**src/rtl/video_pkg.sv**
```systemverilog
// Shared types and constants for the video nibble feeder.
package video_pkg;

   localparam int unsigned LOAD_PERIOD = 4;
   localparam int unsigned FIFO_DEPTH  = 2;
   localparam int unsigned PHASE_W     = 2;
   localparam int unsigned FCNT_W      = 2;
   localparam int unsigned BYTE_W      = 8;
   localparam int unsigned NIB_W       = 4;

   typedef enum logic [1:0] {IDLE, ACTIVE, DRAIN} line_state_e;
   typedef enum logic {F_IDLE, F_WAIT} fetch_state_e;

   // Display byte as seen by the nibble selector.
   typedef struct packed {
      logic [NIB_W-1:0] hi;
      logic [NIB_W-1:0] lo;
   } video_byte_t;

endpackage

```
**src/rtl/nibble_fifo2.sv**
```systemverilog
// Two-entry byte FIFO between the video RAM fetcher and the nibble loader.
module nibble_fifo2
   import video_pkg::*;
(
   input  logic              clk_i,
   input  logic              clrn_i,
   input  logic              push_i,
   input  logic              pop_i,
   input  logic [BYTE_W-1:0] din_i,
   output logic [FCNT_W-1:0] count_o,
   output logic [BYTE_W-1:0] head_o
);

   logic [BYTE_W-1:0] head_q;
   logic [BYTE_W-1:0] tail_q;
   logic [FCNT_W-1:0] count_q;
   logic              pop_ok;
   logic              push_ok;

   // Pop on empty is dropped; a push at full is taken only alongside a pop.
   always_comb begin
      pop_ok  = pop_i && (count_q != '0);
      push_ok = push_i && ((count_q < FCNT_W'(FIFO_DEPTH)) || pop_ok);
   end

   // Entries shift toward the head; count tracks occupancy.
   always_ff @(posedge clk_i or negedge clrn_i) begin
      if (!clrn_i) begin
         head_q  <= '0;
         tail_q  <= '0;
         count_q <= '0;
      end else begin
         case ({push_ok, pop_ok})
            2'b10: begin
               if (count_q == '0) head_q <= din_i;
               else               tail_q <= din_i;
               count_q <= count_q + FCNT_W'(1);
            end
            2'b01: begin
               head_q  <= tail_q;
               count_q <= count_q - FCNT_W'(1);
            end
            2'b11: begin
               if (count_q == FCNT_W'(1)) begin
                  head_q <= din_i;
               end else begin
                  head_q <= tail_q;
                  tail_q <= din_i;
               end
            end
            default: ;
         endcase
      end
   end

   assign count_o = count_q;
   assign head_o  = head_q;

endmodule

```
**src/rtl/video_nibble_feeder.sv**
```systemverilog
// Fetches display bytes and feeds them as nibbles to a 4-bit PISO shift register.
module video_nibble_feeder
   import video_pkg::*;
#(
   parameter int unsigned NIBBLES_PER_LINE = 32,
   parameter int unsigned ADDR_W           = 16
) (
   input  logic              clk,
   input  logic              clrn,
   input  logic              line_start,
   input  logic [ADDR_W-1:0] line_base,
   output logic              mem_req,
   output logic [ADDR_W-1:0] mem_addr,
   input  logic              mem_ack,
   input  logic [7:0]        mem_data,
   output logic              sh_ldn,
   output logic              j,
   output logic              kn,
   output logic              a,
   output logic              b,
   output logic              c,
   output logic              d,
   output logic              active,
   output logic              line_done,
   output logic              underrun
);

   localparam int unsigned CNT_W = 9;
   localparam int unsigned HALF  = NIBBLES_PER_LINE / 2;

   line_state_e       line_q;
   fetch_state_e      fetch_q;
   logic [PHASE_W-1:0] phase_q;
   logic [CNT_W-1:0]  loads_q;
   logic [CNT_W-1:0]  bytes_req_q;
   logic              hi_sel_q;
   logic [ADDR_W-1:0] base_q;
   logic [NIB_W-1:0]  nib_q;
   logic              sh_ldn_q;
   logic              active_q;
   logic              line_done_q;
   logic              underrun_q;
   logic              mem_req_q;
   logic [ADDR_W-1:0] mem_addr_q;

   logic              start_c;
   logic              load_c;
   logic              push_c;
   logic              pop_c;
   logic              fetch_go_c;
   logic [FCNT_W-1:0] fifo_count;
   video_byte_t       fifo_head;

   // Shared strobes: line accept, load edge, FIFO traffic and fetch permission.
   always_comb begin
      start_c    = (line_q == IDLE) && line_start;
      load_c     = (line_q == ACTIVE) && (phase_q == PHASE_W'(LOAD_PERIOD - 2));
      push_c     = (fetch_q == F_WAIT) && mem_ack;
      pop_c      = load_c && hi_sel_q;
      fetch_go_c = (start_c || (active_q && (bytes_req_q < CNT_W'(HALF))))
                   && (fifo_count < FCNT_W'(FIFO_DEPTH));
   end

   nibble_fifo2 u_fifo (
      .clk_i   (clk),
      .clrn_i  (clrn),
      .push_i  (push_c),
      .pop_i   (pop_c),
      .din_i   (mem_data),
      .count_o (fifo_count),
      .head_o  (fifo_head)
   );

   // Line sequencer: one load every LOAD_PERIOD clocks, then a short drain.
   always_ff @(posedge clk or negedge clrn) begin
      if (!clrn) begin
         line_q      <= IDLE;
         phase_q     <= '0;
         loads_q     <= '0;
         hi_sel_q    <= 1'b0;
         base_q      <= '0;
         nib_q       <= '0;
         sh_ldn_q    <= 1'b1;
         active_q    <= 1'b0;
         line_done_q <= 1'b0;
         underrun_q  <= 1'b0;
      end else begin
         sh_ldn_q    <= 1'b1;
         line_done_q <= 1'b0;
         case (line_q)
            IDLE: begin
               if (line_start) begin
                  base_q     <= line_base;
                  phase_q    <= '0;
                  loads_q    <= '0;
                  hi_sel_q   <= 1'b0;
                  underrun_q <= 1'b0;
                  active_q   <= 1'b1;
                  line_q     <= ACTIVE;
               end
            end
            ACTIVE: begin
               phase_q <= phase_q + PHASE_W'(1);
               if (load_c) begin
                  sh_ldn_q <= 1'b0;
                  loads_q  <= loads_q + CNT_W'(1);
                  hi_sel_q <= ~hi_sel_q;
                  if (fifo_count == '0) begin
                     nib_q      <= '0;
                     underrun_q <= 1'b1;
                  end else begin
                     nib_q <= hi_sel_q ? fifo_head.hi : fifo_head.lo;
                  end
               end
               if ((phase_q == PHASE_W'(LOAD_PERIOD - 1)) &&
                   (loads_q == CNT_W'(NIBBLES_PER_LINE))) begin
                  line_q <= DRAIN;
               end
            end
            DRAIN: begin
               phase_q <= phase_q + PHASE_W'(1);
               if (phase_q == PHASE_W'(LOAD_PERIOD - 1)) begin
                  line_done_q <= 1'b1;
                  active_q    <= 1'b0;
                  line_q      <= IDLE;
               end
            end
            default: line_q <= IDLE;
         endcase
      end
   end

   // Fetcher: at most one outstanding byte request, gated by FIFO room.
   always_ff @(posedge clk or negedge clrn) begin
      if (!clrn) begin
         fetch_q     <= F_IDLE;
         mem_req_q   <= 1'b0;
         mem_addr_q  <= '0;
         bytes_req_q <= '0;
      end else begin
         if (start_c)     bytes_req_q <= '0;
         else if (push_c) bytes_req_q <= bytes_req_q + CNT_W'(1);
         case (fetch_q)
            F_IDLE: begin
               if (fetch_go_c) begin
                  mem_req_q  <= 1'b1;
                  mem_addr_q <= start_c ? line_base : (base_q + ADDR_W'(bytes_req_q));
                  fetch_q    <= F_WAIT;
               end
            end
            F_WAIT: begin
               if (mem_ack) begin
                  mem_req_q <= 1'b0;
                  fetch_q   <= F_IDLE;
               end
            end
            default: fetch_q <= F_IDLE;
         endcase
      end
   end

   assign mem_req      = mem_req_q;
   assign mem_addr     = mem_addr_q;
   assign sh_ldn       = sh_ldn_q;
   assign j            = 1'b0;
   assign kn           = 1'b0;
   assign {a, b, c, d} = nib_q;
   assign active       = active_q;
   assign line_done    = line_done_q;
   assign underrun     = underrun_q;

endmodule

```
**config.mk**
```make
export PLATFORM = sky130hd
export DESIGN_NAME = video_nibble_feeder
export DESIGN_NICKNAME = d
export VERILOG_FILES = /design/src/rtl/video_pkg.sv /design/src/rtl/nibble_fifo2.sv /design/src/rtl/video_nibble_feeder.sv
export SDC_FILE = /design/constraint.sdc
export NUM_CORES = 1
export LEC_CHECK = 0
export ABC_AREA = 1
export BUFFER_PORTS_ARGS = -buffer_cell sky130_fd_sc_hd__buf_2
export CORE_MARGIN = 2
export CORE_UTILIZATION = 40
export DETAILED_ROUTE_END_ITERATION = 8
export GPL_TIMING_DRIVEN = 0
export HOLD_SLACK_MARGIN = 0.02
export SETUP_SLACK_MARGIN = 0.2
export SYNTH_ARGS = -nofsm -noshare
export SYNTH_HDL_FRONTEND = slang
export SYNTH_SLANG_ARGS = --single-unit
export TNS_END_PERCENT = 1
```
**constraint.sdc**
```tcl
create_clock -name clk -period 2.7 [get_ports clk]
set_input_delay 0.135 -clock clk [delete_from_list [all_inputs] [get_ports clk]]
set_output_delay 0.135 -clock clk [all_outputs]
set_load 0.01 [all_outputs]
```
==> results of run 1 <==
[layout by cell type (no fill, tap or decap), drive strengths merged, types with 11 or more instances in the layout]
cell type  instances
nor3              12
nand3             38
inv              115
o21ai             57
dfrtp             82
ha                22
nor2              52
a21oi             29
buf               60
nand2            166
clkbuf            20
or2               11
[metrics by stage]
step           worst slack [ns]  instance area (um2)  std cells  setup TNS, ns  power, mW
2_1_floorplan             0.487                 4730        634              0       3.73
3_3_place_gp             0.0509                 5170        829              0       4.41
3_5_place_dp            -0.0976                 5200        830         -0.596       4.50
4_1_cts                   0.234                 5620        856              0       5.83
5_1_grt                   0.158                 5630        856              0       6.29
6_report                  0.318                 5630        856              0       5.78
[power breakdown]
group / internal, mW / total [mW] / leakage, nW / switching, mW
Combinational: 0.933 / 2.42 / 1.83 / 1.49
Clock: 0.751 / 1.29 / 0.148 / 0.534
Sequential: 1.75 / 2.08 / 1.04 / 0.330
[cell families (layout without fill, tap and decap cells)]
| group | after synthesis | after routing |
|---|---|---|
| buffers and inverters | 128 | 207 |
| xor gates and xnor gates | 4 | 4 |
| other | 1 | 2 |
| DFF | 83 | 83 |
| and+or+nand+nor | 291 | 291 |
| AOI/OAI and AO/OA | 103 | 103 |
| adders and majority gates | 23 | 23 |
[per-layer routing]
layer / global-route usage, % / routed length (um) / vias to the layer above
li1: - / - / 2140
met1: 24.1 / 5290 / 1964
met2: 33.0 / 5650 / 69
met3: 4.28 / 428 / 13
met4: 7.32 / 187 / 0
met5: 0 / 0 / -
[what timing repair did]
| action | in CTS | in global routing |
|---|---|---|
| gates resized for setup | 6 | 3 |
| cloned | 0 | 0 |
| endpoints found under the hold margin | 47 | 0 |
| buffers inserted | 0 | 0 |
| setup endpoints to repair | 16 | 16 |
| hold buffers | 10 | 0 |
[critical path, cell delays in order (launching register included)]
cell,delay [ns]
dfrtp_1,0.38
inv_1,0.13
ha_4,0.19
nand2_2,0.11
inv_2,0.12
nand3_4,0.12
a21oi_4,0.18
ha_1,0.24
inv_1,0.08
nor2_2,0.14
o22ai_2,0.17
clkbuf_2,0.21
nand2_1,0.08
o21ai_0,0.08
[worst max path at each step]
stage | endpoint | slack [ns] | depth (start not counted) | from
floorplan | u_fifo.tail_q[0] | 0.49 | 11 | line_q[1]
global placement | u_fifo.tail_q[0] | 0.05 | 11 | line_q[1]
CTS | u_fifo.tail_q[4] | 0.23 | 12 | line_q[1]
detailed placement | u_fifo.tail_q[4] | -0.1 | 11 | line_q[1]
finish | u_fifo.tail_q[0] | 0.32 | 13 | line_q[1]
global route | u_fifo.tail_q[0] | 0.16 | 12 | line_q[1]
[state kept, by name (all words and copies together), names as in the netlist, 2 cells and up]
| signal | count |
|---|---|
| line_q | 2 |
| loads_q | 9 |
| mem_addr | 16 |
| u_fifo.tail_q | 8 |
| base_q | 16 |
| u_fifo.count_o | 2 |
| bytes_req_q | 9 |
| phase_q | 2 |
| nib_q | 4 |
| u_fifo.head_o | 8 |
[cell type report]
cell class | count | area [um2] | area share, %
multi-input cells | 423 | 2180 | 38.8
flip-flops and latches | 83 | 2080 | 36.9
inverters | 113 | 424 | 7.53
clock inverters | 4 | 56.3 | 0.999
plain buffers | 15 | 76.3 | 1.35
well taps | 143 | 179 | 3.18
clock buffers | 12 | 246 | 4.37
repair buffers | 63 | 390 | 6.93
==> metrics.yaml, run 1 <==
hold_path:
  hold_path.class: "input port to register"
  min_delay_worst_endpoint: "base_q[11]"
  hold_depth: 3
  holdCritStartpoint: "line_base[11]"
floorplan:
  io-pin-count: 55
  row_count: 39
  initial_core_util_pct: 41.3
  die_area_um2: 12700
  dieWidth_um: 113
  die_h_um: 113
  core_um2: 11500
global_route:
  antenna_found_initial: 0
  grtUsageTotal_pct: 19.4
  grt_pass1_vias: 4209
  grt_pass1_wl_um: 19400
  grt_max_degree: 46
  grt_overflow: 0
setup_path:
  worstReg2RegEnd: "u_fifo.tail_q[0]"
  critPathRequiredTime_ns: 2.93
  reg2reg_slack_ns: 0.32
  cp.arrival_ns: 2.61
  cp-start-kind: "register"
  worstRegToRegCells: 13
  crit_fanout: 10
  regToRegStartpoint: "line_q[1]"
  endpoint_kind: "register"
  setup.worst_path.class: "register to register"
logic_synthesis:
  ys_ff_latch: 83
  synthArstFlopShare_pct: 100
  synth_top_cell_area_share_pct: 43.4
  netlist_area_um2: 4730
  ys_top_cells_by_count: "nand2_1 (165), inv_1 (110), dfrtp_1 (82), o21ai_0 (53), nor2_1 (52)"
  yosysSeqAreaShare_pct: 43.9
  yosys-top-cells-area: "dfrtp_1 (43%), nand2_1 (13%), inv_1 (8.7%)"
  ys_types: 37
  synth_adder_area_share_pct: 6.24
  synth_edf_count: 0
  synth-compound-area-share_pct: 12.3
  synth_xor_area_share_pct: 0.741
  ys_warn_count: 0
  synth_cells: 633
  synth_top_family_by_area: "simple AND/OR/NAND/NOR gates"
  synth.avg_cell_area_um2: 7.47
  synth-simple-area-share_pct: 26.2
  muxShareOfSynthArea_pct: 0
  yosysMostFrequentCell: "nand2_1"
  yosys_most_used_dff: "dfrtp_1"
  synth_top_area_cell: "dfrtp_1"
sta:
  rsz0062_at_grt: "true"
  fmax_mhz: 420
  hold_slack_ns: 0.0226
  timing.final.crit_share_pct: 88.2
  maxSlewViolCount: 0
  worst_pin_slew_ns: 0.627
  slew_headroom_pct: 58.2
  final_hold_viol_count: 0
  period_needed_ns: 2.38
  fin_skew_ns: 0.00932
  setup_viol: 0
cts:
  cts-root-buf: "clkbuf_16"
  h-tree-depth: 3
  cts.path.max_buffers: 2
  cts.sinks: 83
  worstSkewPairLatency_ns: 0.35
  clk_transition_reported_paths_ns: 0.07
  cts-buffers-inserted: 9
  cts_tree: "yes"
route:
  vias: 4186
  antenna_left: 0
  firstDrtPassIters: 5
  drcViolationCount: 0
  initialDrtViolationCount: 151
  via_per_inst: 4.89
  wl_per_cell_um: 13.5
  wl_um: 11600
place:
  portBuffers: 52
  dp_hpwl_um: 8590
  gp_congestion: 0.899
job:
  cap_violations: 0
final_layout:
  antenna_cells: 0
  final_nets: 759
  drive_above_1_share_pct: 14.3
  post-route-util_pct: 49.1
  fillCellCount: 1152
  areaGrowthSynthToFinish_pct: 19.1
outcome:
  status: "finished clean"
pwr:
  vdd_drop_max_mv: 0.530
  p_leak_nw: 3.02
  power_density_nw_per_um2: 1030
No activity file was read; power rests on OpenSTA's default activity.
==> inputs of run 2 (changes only) <==
--- a/config.mk
+++ b/config.mk
@@ -9,6 +9,7 @@
 export BUFFER_PORTS_ARGS = -buffer_cell sky130_fd_sc_hd__buf_2
 export CORE_MARGIN = 2
 export CORE_UTILIZATION = 40
+export CTS_BUF_LIST = sky130_fd_sc_hd__clkbuf_4 sky130_fd_sc_hd__clkbuf_8
 export DETAILED_ROUTE_END_ITERATION = 8
 export GPL_TIMING_DRIVEN = 0
 export HOLD_SLACK_MARGIN = 0.02
==> run 2 against run 1 <==
  * Combinational power about the same
  * Critical path type unchanged
  * Final area is 0.29% higher
  * Clock skew rose by 0.0029 ns
  * Routed wire length is 0.54% higher
  * Largest cell class unchanged
  * Hold slack improved by 0.020 ns
==> metrics.yaml, run 2 (synthesized netlist as in run 1, its figures left out) <==
global_route:
  grt_overflow: 0
  grtUsageTotal_pct: 19.5
  grt_max_degree: 46
  antenna_found_initial: 0
  grt_pass1_wl_um: 19600
  grt_pass1_vias: 4268
pwr:
  power_density_nw_per_um2: 970
  pwr-share-clk_pct: 17.8
  p_leak_nw: 3.03
  p_sw_mw: 2.31
  seq_power_share_pct: 37.8
  p_int_mw: 3.17
  vdd_drop_max_mv: 0.493
  netSwitchingFraction_pct: 42.2
  p_comb_share_pct: 44.4
setup_path:
  reg2reg_slack_ns: 0.32
  setup.worst_path.class: "register to register"
  worstReg2RegEnd: "u_fifo.tail_q[0]"
  critPathRequiredTime_ns: 2.96
  cp.arrival_ns: 2.65
  regToRegStartpoint: "line_q[1]"
  crit_fanout: 10
  worstRegToRegCells: 13
  endpoint_kind: "register"
  cp-start-kind: "register"
sta:
  setup_viol: 0
  final_hold_viol_count: 0
  tns_ns: 0
  rsz0062_at_grt: "true"
  period_needed_ns: 2.38
  fmax_mhz: 420
  slew_headroom_pct: 58.3
  fin_skew_ns: 0.0122
  worst_pin_slew_ns: 0.625
  maxSlewViolCount: 0
  timing.final.crit_share_pct: 88.3
hold_path:
  hold_depth: 3
  holdCritStartpoint: "mem_data[6]"
  min_delay_worst_endpoint: "u_fifo.tail_q[6]"
  hold_path.class: "input port to register"
route:
  wl_um: 11600
  firstDrtPassIters: 4
  antenna_left: 0
  initialDrtViolationCount: 146
  drcViolationCount: 0
  via_per_inst: 4.90
  wl_per_cell_um: 13.4
  vias: 4249
cts:
  cts.sinks: 83
  cts_setup_buffers: 0
  worstSkewPairLatency_ns: 0.38
  clk_transition_reported_paths_ns: 0.09
  h-tree-depth: 3
  cts.path.max_buffers: 2
  cts-root-buf: "clkbuf_8"
  cts-buffers-inserted: 9
  cts_tree: "yes"
final_layout:
  fillCellCount: 1154
  final_nets: 770
  areaGrowthSynthToFinish_pct: 19.4
  final_common_cell: "nand2_1"
  drive_above_1_share_pct: 14.4
  seq_area_um2: 2080
  stdcell_count: 867
  post-route-util_pct: 49.3
  multi_input_area_um2: 2180
  layout_common_cells: "nand2_1 (165), inv_1 (109), dfrtp_1 (82), o21ai_0 (53), buf_2 (53)"
  antenna_cells: 0
floorplan:
  io-pin-count: 55
  initial_core_util_pct: 41.3
  dieWidth_um: 113
  row_count: 39
  core_um2: 11500
  die_h_um: 113
  die_area_um2: 12700
place:
  dp_hpwl_um: 8590
  portBuffers: 52
  gp_congestion: 0.899
  post-place-cells: 830
job:
  cap_violations: 0
outcome:
  status: "finished clean"
run 2: critical path, stage by stage, from the launching register on:
cell	delay, ns
dfrtp_1	0.39
inv_1	0.13
ha_4	0.19
nand2_2	0.11
inv_2	0.12
nand3_4	0.12
a21oi_4	0.18
ha_1	0.24
inv_1	0.08
nor2_2	0.14
o22ai_2	0.17
clkbuf_2	0.21
nand2_1	0.08
o21ai_0	0.08
run 2: what timing repair did:
item	4_1_cts	5_1_grt
hold buffers	21	0
resized for setup	6	3
endpoints found under the hold margin	58	0
setup endpoints to repair	16	16
run 2: how the worst max path moves through the flow:
stage | startpoint | end | slack [ns] | cells after the start
after floorplan | line_q[1] | u_fifo.tail_q[0] | 0.49 | 11
after global placement | line_q[1] | u_fifo.tail_q[0] | 0.05 | 11
after detailed placement | line_q[1] | u_fifo.tail_q[4] | -0.1 | 11
after CTS | line_q[1] | u_fifo.tail_q[4] | 0.22 | 12
after global routing | line_q[1] | u_fifo.tail_q[0] | 0.15 | 12
final | line_q[1] | u_fifo.tail_q[0] | 0.32 | 13
run 2: area by class of cell:
type	instances	share of cell area, %
plain buffers	15	1.35
clock buffers	12	2.70
inverters	113	7.51
flip-flops and latches	83	36.8
multi-input cells	423	38.6
well taps	143	3.17
clock inverters	4	0.996
repair buffers	74	8.86
run 2: layer usage:
metal,GRT usage (%),vias up,part of all wire (%)
met2,33.5,75,49
li1,-,2161,-
met3,4.23,14,3.8
met1,24.2,1999,46
met4,7.32,0,1.5
met5,0,-,0
run 2: through the flow:
step / hold WS, ns / cell area [um2] / setup WS, ns / total power, mW
after floorplan: -0.161 / 4730 / 0.487 / 3.73
after global placement: 0.337 / 5170 / 0.0509 / 4.41
after detailed placement: 0.171 / 5200 / -0.0976 / 4.50
after CTS: 0.0204 / 5640 / 0.223 / 5.54
after global routing: 0.0602 / 5650 / 0.147 / 5.99
final: 0.0421 / 5650 / 0.317 / 5.48
run 2: power groups by stage:
| stage | combinational (mW) | clock, mW | sequential, mW |
|---|---|---|---|
| 4_1_cts | 2.45 | 1.01 | 2.08 |
| 3_5_place_dp | 2.41 | 0 | 2.09 |
| 3_3_place_gp | 2.34 | 0 | 2.07 |
| 6_report | 2.43 | 0.977 | 2.07 |
| 5_1_grt | 2.80 | 1.06 | 2.14 |
| 2_1_floorplan | 1.64 | 0 | 2.09 |
==> inputs of run 3 (changes only) <==
--- a/config.mk
+++ b/config.mk
@@ -13,6 +13,7 @@
 export DETAILED_ROUTE_END_ITERATION = 8
 export GPL_TIMING_DRIVEN = 0
 export HOLD_SLACK_MARGIN = 0.02
+export PLACE_DENSITY = 0.61
 export SETUP_SLACK_MARGIN = 0.2
 export SYNTH_ARGS = -nofsm -noshare
 export SYNTH_HDL_FRONTEND = slang
==> run 3 against run 2 <==
  * Critical path depth down 6
  * Via count down 0.94%
  * Clock power down 3.8%
  * First-iteration DRC count up 49%
  * Critical path type unchanged
  * Largest power group unchanged
  * Highest routed layer unchanged
==> metrics.yaml, run 3 (synthesized netlist as in run 1, its figures left out) <==
sta:
  fin_ws_ns: 0.321
  final_hold_viol_count: 0
  maxSlewViolCount: 0
  tns_ns: 0
  setup_viol: 0
  fmax_mhz: 420
  slew_headroom_pct: 57.3
  period_needed_ns: 2.38
  fin_skew_ns: 0.00664
  rsz0062_at_grt: "true"
  timing.final.crit_share_pct: 88.1
  worst_pin_slew_ns: 0.641
cts:
  cts.path.max_buffers: 2
  cts-buffers-inserted: 9
  cts_tree: "yes"
  cts-root-buf: "clkbuf_8"
  cts.sinks: 83
  clk_transition_reported_paths_ns: 0.09
  worstSkewPairLatency_ns: 0.38
  h-tree-depth: 3
setup_path:
  crit_fanout: 10
  worstRegToRegCells: 7
  critical_path_cell_count: 7
  slowest_delay_ns: 0.47
  worstPathCellList: "inv_1 -> ha_1 -> nand2_1 -> inv_2 -> clkbuf_1 -> clkbuf_1 -> o21ai_0"
  regToRegStartpoint: "line_q[1]"
  reg2reg_slack_ns: 0.32
  endpoint_kind: "register"
  cpMostUsedCell: "clkbuf_1"
  cp-start-kind: "register"
  worstReg2RegEnd: "base_q[14]"
  critical_path.top_delay_family: "buffers and inverters"
  cp_num_buf_inv: 4
  critPathLaunch: "line_q[1]"
  cp.arrival_ns: 2.62
  critPathRequiredTime_ns: 2.94
  setup.worst_path.class: "register to register"
  crit_path_end: "base_q[14]"
  crit_path_top_delay_cell: "clkbuf_1"
pwr:
  seq_power_share_pct: 37.9
  p_int_mw: 3.12
  p_sw_mw: 2.33
  vdd_drop_max_mv: 0.467
  power_density_nw_per_um2: 968
  total_power_mw: 5.45
  p_leak_nw: 3.00
  netSwitchingFraction_pct: 42.8
  p_comb_share_pct: 44.9
  pwr-share-clk_pct: 17.2
route:
  via_per_inst: 4.86
  antenna_left: 0
  vias: 4209
  drcViolationCount: 0
  firstDrtPassIters: 4
  wl_um: 11300
  wl_per_cell_um: 13.1
  initialDrtViolationCount: 217
global_route:
  grt_pass1_wl_um: 19000
  grt_pass1_vias: 4085
  grtUsageTotal_pct: 18.6
  grt_max_degree: 67
  antenna_found_initial: 0
  grt_overflow: 0
job:
  cap_violations: 0
floorplan:
  dieWidth_um: 113
  die_area_um2: 12700
  row_count: 39
  die_h_um: 113
  initial_core_util_pct: 41.3
  core_um2: 11500
  io-pin-count: 55
place:
  gp_congestion: 0.876
  dp_hpwl_um: 8310
  place_area_um2: 5200
  post-place-cells: 830
  dpl_worst_slack_ns: -0.0559
  portBuffers: 52
final_layout:
  drive_above_1_share_pct: 14.2
  fillCellCount: 1125
  stdcell_count: 866
  antenna_cells: 0
  layout_common_cells: "nand2_1 (165), inv_1 (109), dfrtp_1 (82), buf_2 (54), nor2_1 (52)"
  final_common_cell: "nand2_1"
  fin_area_um2: 5630
  areaGrowthSynthToFinish_pct: 19.0
  final_nets: 769
outcome:
  status: "finished clean"
hold_path:
  hold_path.class: "input port to register"
[run 3: worst min-delay path by stage]
stage	start	endpoint	slack (ns)	cells past startpoint
finish	mem_data[4]	u_fifo.tail_q[4]	0.03	3
global route	mem_data[7]	u_fifo.tail_q[7]	0.03	3
CTS	mem_data[6]	u_fifo.tail_q[6]	0.02	3
detailed placement	clrn	mem_addr[1]	0.04	1
global placement	mem_ack	fetch_q	0.33	2
floorplan	clrn	active	-0.16	0
[run 3: routing by layer]
layer | vias up | GRT usage (%) | part of all wire, %
li1 | 2164 | - | -
met1 | 1972 | 24.5 | 47
met2 | 63 | 30.7 | 48
met3 | 10 | 5.20 | 4.1
met4 | 0 | 4.72 | 1.0
met5 | - | 0 | 0
[run 3: power groups by stage]
stage	clock network (mW)	logic, mW	registers [mW]
after global placement	0	2.34	2.07
after detailed placement	0	2.41	2.08
after floorplan	0	1.64	2.09
after global routing	1.02	2.80	2.12
final	0.940	2.45	2.06
after CTS	0.968	2.45	2.06
[run 3: area by class of cell]
type                       instances  area, um2  share of cell area (%)
buffer                            15       75.1                    1.33
clock buffer                       9        124                    2.20
clock inverter                     7       76.3                    1.36
inverter                         113        424                    7.53
multi-input combinational        423       2180                    38.8
sequential                        83       2080                    36.9
tap                              143        179                    3.18
timing repair buffer              73        490                    8.71
[run 3: per-stage QoR]
step,util (%),hold WS [ns]
2_1_floorplan,-,-0.161
3_3_place_gp,45.1,0.335
3_5_place_dp,45.4,0.0381
4_1_cts,49.0,0.0203
5_1_grt,49.1,0.0336
6_report,49.1,0.0281
[run 3: repair_timing]
| action | 4_1_cts | 5_1_grt |
|---|---|---|
| setup buffers | 0 | 0 |
| hold buffers | 20 | 0 |
| pin swaps | 0 | 1 |
| hold endpoints to repair | 101 | 0 |
| setup endpoints to repair | 16 | 14 |
| gates resized for setup | 4 | 6 |
[run 3: worst reg2reg max path, cell delays in order, from the launching register on]
cell      delay [ns]
dfrtp_1         0.39
inv_1           0.13
ha_1            0.24
nand2_1         0.19
inv_2           0.23
clkbuf_1        0.42
clkbuf_1        0.47
o21ai_0         0.17
